$ cat src/rtl/mod_counter.sv
// mod_counter: up/down modulo counter with wrap or saturate, terminal-count pulse and sticky overflow.
// Optional snapshot register enabled by defining MOD_COUNTER_SNAPSHOT_EN.
module mod_counter #(
    parameter int Size     = 8,
    parameter int Modulus  = 256,
    parameter int Saturate = 0
) (
    input  logic            clock,
    input  logic            reset,
    input  logic            enable,
    input  logic            up,
    input  logic            load,
    input  logic [Size-1:0] load_value,
    input  logic            clear_overflow,
    output logic [Size-1:0] count,
    output logic            tc,
`ifdef MOD_COUNTER_SNAPSHOT_EN
    output logic            overflow,
    input  logic            snapshot,
    output logic [Size-1:0] snap_count
`else
    output logic            overflow
`endif
);
    // Bound compared in Size+1 bits so Modulus == 2**Size needs no special case
    localparam logic [Size:0]   LAST_WIDE = (Size+1)'(Modulus - 1);
    localparam logic [Size-1:0] LAST      = Size'(Modulus - 1);

    logic            at_top;
    logic            at_bot;
    logic            boundary;
    logic [Size-1:0] clamped;
    logic [Size-1:0] next_count;
    logic            next_overflow;

    always_comb begin
        at_top        = {1'b0, count} == LAST_WIDE;
        at_bot        = count == '0;
        boundary      = !load && enable && (up ? at_top : at_bot);
        clamped       = ({1'b0, load_value} > LAST_WIDE) ? LAST : load_value;
        next_count    = load      ? clamped :
                        !enable   ? count :
                        boundary  ? ((Saturate != 0) ? count : (up ? '0 : LAST)) :
                        up        ? count + Size'(1) : count - Size'(1);
        next_overflow = boundary || (overflow && !clear_overflow);
    end

    always_ff @(posedge clock or posedge reset) begin
        if (reset) begin
            count    <= '0;
            tc       <= 1'b0;
            overflow <= 1'b0;
        end else begin
            count    <= next_count;
            tc       <= boundary;
            overflow <= next_overflow;
        end
    end

`ifdef MOD_COUNTER_SNAPSHOT_EN
    always_ff @(posedge clock or posedge reset) begin
        if (reset)
            snap_count <= '0;
        else if (snapshot)
            snap_count <= count;
    end
`endif

endmodule

$ cat config.mk
export PLATFORM = sky130hd
export DESIGN_NAME = mod_counter
export DESIGN_NICKNAME = d
export VERILOG_FILES = /design/src/rtl/mod_counter.sv
export SDC_FILE = /design/constraint.sdc
export NUM_CORES = 1
export LEC_CHECK = 0
export CAP_MARGIN = 20
export CORE_MARGIN = 2
export CORE_UTILIZATION = 46
export DETAILED_ROUTE_END_ITERATION = 12
export PLACE_DENSITY = 0.77
export SYNTH_ARGS = -nofsm -noshare
export SYNTH_HDL_FRONTEND = slang
export SYNTH_SLANG_ARGS = --single-unit
$ cat constraint.sdc
create_clock -name clock -period 2.6 [get_ports clock]
set_input_delay 0.52 -clock clock [delete_from_list [all_inputs] [get_ports clock]]
set_output_delay 0.52 -clock clock [all_outputs]
set_load 0.02 [all_outputs]
==> out/qor.csv, run 1 <==
metric;value;unit
status;completed;
antenna cells;0;
post-layout util;0.719;
Die Wd;47.0;um
worst path bufs/invs;2;
initial antenna violation count;0;
row cnt;15;
vias;884;
CP max stage delay;0.49;ns
startpoint types;input pin;
minimum clock period after layout;2.55;ns
top cells by area, synth;dfrtp_1 29%, ha_1 8.8%, xnor2_1 5.1%;
Detail Placement HPWL;1740;um
CTS tree;done;
WL per Instance;14.7;um
Max-Cap Viols;0;
fin. max-slew vios;0;
final cell area excluding filler cells;0.00124;sq mm
antenna-violating nets left;0;
Starting Density;0.493;
CP Class;in2reg;
Synth top area share;0.294;
post-synthesis cell type with the largest combined area;dfrtp_1;
Cells after Synth;102;
final setup fails;0;
GRT Overall Usage;0.247;
Final Hold Viols;0;
final cell count without fillers;162;
final net count;159;
Worst R2R End;count[6];
critical path arrival;2.71;ns
cell leakage power;0.541;nW
Post-CTS Setup Bufs;0;
Seq/Total Area, Yosys;0.294;
total congestion overflow;0;
residual DRC count;0;
Chip Height;47.0;um
clk_lat worst skew;0.27;ns
First-pass DRT Iterations;4;
vias in the first global route;851;
min-delay worst type;in2async;
critical path, cell by cell;clkdlybuf4s50_1 -> inv_2 -> ha_1 -> a21o_1 -> a311o_1 -> a21oi_2 -> xnor2_2 -> nor2_1 -> o311ai_1;
worst reg2reg path startpoint;count[0];
Avg Vias per Cell;5.46;
worst-margin pin slew;0.428;ns
H-tree levels;1;
pre-CTS setup slack;-0.287;ns
clk sinks;10;
Sequential Area;250;sq um
io pins;24;
pwr/cell area;641;mW/mm^2
CTS Buf Count;3;
DR iter-0 viols;33;
area taken by multi-input logic gates;584;sq um
Syn Nets;123;
clk_skew;0.00233;ns
required time of the critical path;2.76;ns
Crit path max-delay family;compound AO/OA/AOI/OAI gates;
Avg Cell Area, Syn;8.34;sq um
Area growth, synth to finish;45.9;%
clock transition at the registers of the reported paths;0.07;ns
root buf cell;clkbuf_4;
Clock Tree Buf Depth;2;
area of the core;0.00173;sq mm
CP startpoint;up;
Max-slew headroom;0.714;
worst vdd ir;422;uV
Yosys Warn Count;0;
CP Max Fanout;5;
Final GP Congestion;0.871;
setup TNS;0;ns
fraction of final layout cells sized beyond drive strength 1;0.190;
full die area;0.00221;sq mm
PnR worst setup slack;0.0474;ns
R2R setup slack;0.33;ns
Post-DP Area;0.00119;sq mm
Final Cycle Share;0.982;
R2R depth;7;
Placed Cells;158;
Setup crit end kind;register;
flops & latches, synth;10;
slowest CP cell;clkdlybuf4s50_1;
IO buf count;23;
fmax;392;MHz
layout filler cell count;133;
synth unique cells;38;
Synth Cell Area;851;sq um
largest net degree at the start of global routing;18;
drt total wl;2380;um
first-pass GRT wire length;3820;um
==> per-layer routing <==
metal / wire length (um) / part of all wire / global-route usage / vias to the layer above
met5: 0 / 0 / 0 / -
met1: 1020 / 0.43 / 0.356 / 396
li1: - / - / - / 447
met3: 136 / 0.057 / 0.0231 / 4
met2: 1200 / 0.51 / 0.384 / 37
met4: 18 / 0.0076 / 0.0944 / 0
==> synth_stat cells, drive strengths merged <==
master,n
dfrtp,10
o21ai,10
nand2,9
a21oi,8
nor2,7
ha,6
inv,5
xnor2,5
a21o,4
clkbuf,3
a211oi,2
a22oi,2
a31oi,2
and2,2
nand2b,2
nand3,2
nand4,2
nor3,2
nor4,2
o21a,2
o31ai,2
xor2,2
a221oi,1
a22o,1
a311o,1
buf,1
fa,1
mux2i,1
nor3b,1
o21bai,1
o22ai,1
o311ai,1
or2,1
==> sequential cells by signal (all words and copies together) (netlist names) <==
signal	cells
count	8
overflow	1
tc	1
==> cells by family (layout without fill, tap and decap cells) <==
family          after synthesis  in the layout  share of synthesized area
compound gates               38             38                      0.299
simple gates                 30             30                      0.171
flops                        10             10                      0.294
buf+inv                       9             44                     0.0412
fa+ha+maj                     7              7                      0.112
xor+xnor                      7              7                     0.0721
mux                           1              1                     0.0118
==> worst max-delay path by stage <==
stage               cells after the start  slack, ns       end
CTS                                     9       0.04  count[6]
floorplan                               8       0.35  count[6]
finish                                  9       0.05  count[6]
global placement                        9      -0.17  count[6]
detailed placement                      9      -0.29  count[6]
global route                            9      -0.02  count[6]
==> timing repair <==
item,CTS,global route
hold buffers,0,0
cloned,0,0
endpoints found under the setup margin,1,2
gates resized for setup,1,4
pin swaps,0,3
endpoints found under the hold margin,0,0
==> worst reg2reg max path, stage by stage (launching register included) <==
cell	delay, ns
dfrtp_1	0.49
fa_2	0.42
a21o_1	0.18
a311o_1	0.36
a21oi_2	0.18
xnor2_2	0.15
nor2_1	0.07
o311ai_1	0.30
==> cells in the final DEF, fill, tap and decap left out, types with 3 or more instances in the layout <==
master / synthesis / final
nand2_1: 9 / 9
a21o_1: 4 / 4
o21ai_1: 4 / 4
nor2_1: 7 / 7
clkbuf_4: 0 / 3
buf_4: 0 / 12
dfrtp_1: 10 / 10
inv_1: 5 / 4
xnor2_1: 5 / 4
ha_1: 6 / 6
a21oi_1: 8 / 7
clkdlybuf4s50_1: 0 / 23
o21ai_0: 6 / 6
==> per-stage QoR <==
stage	power [W]	hold slack [ns]
after CTS	0.000781	0.544
after global placement	0.000615	0.531
after global routing	0.000848	0.579
final	0.000796	0.541
after detailed placement	0.000624	0.540
after floorplan	0.000462	0.360
==> power breakdown <==
part,total [W],switching (W),internal [W]
clock network,0.000146,0.0000610,0.0000850
logic,0.000435,0.000214,0.000221
registers,0.000215,0.0000366,0.000178
total,0.000796,0.000311,0.000484
==> layout make-up <==
cell class,instances,share of cell area
multi-input cells,83,0.471
repair buffers,35,0.258
flip-flops and latches,10,0.202
clock buffers,4,0.0292
well taps,25,0.0252
inverters,5,0.0151
Note: power is estimated with default switching activity, not from simulation.
==> run 2: changes to the inputs <==
Settings changed: SLEW_MARGIN set to 20.
==> results of run 2 <==
The final DEF is identical to that of run 1; final timing and power are the same.
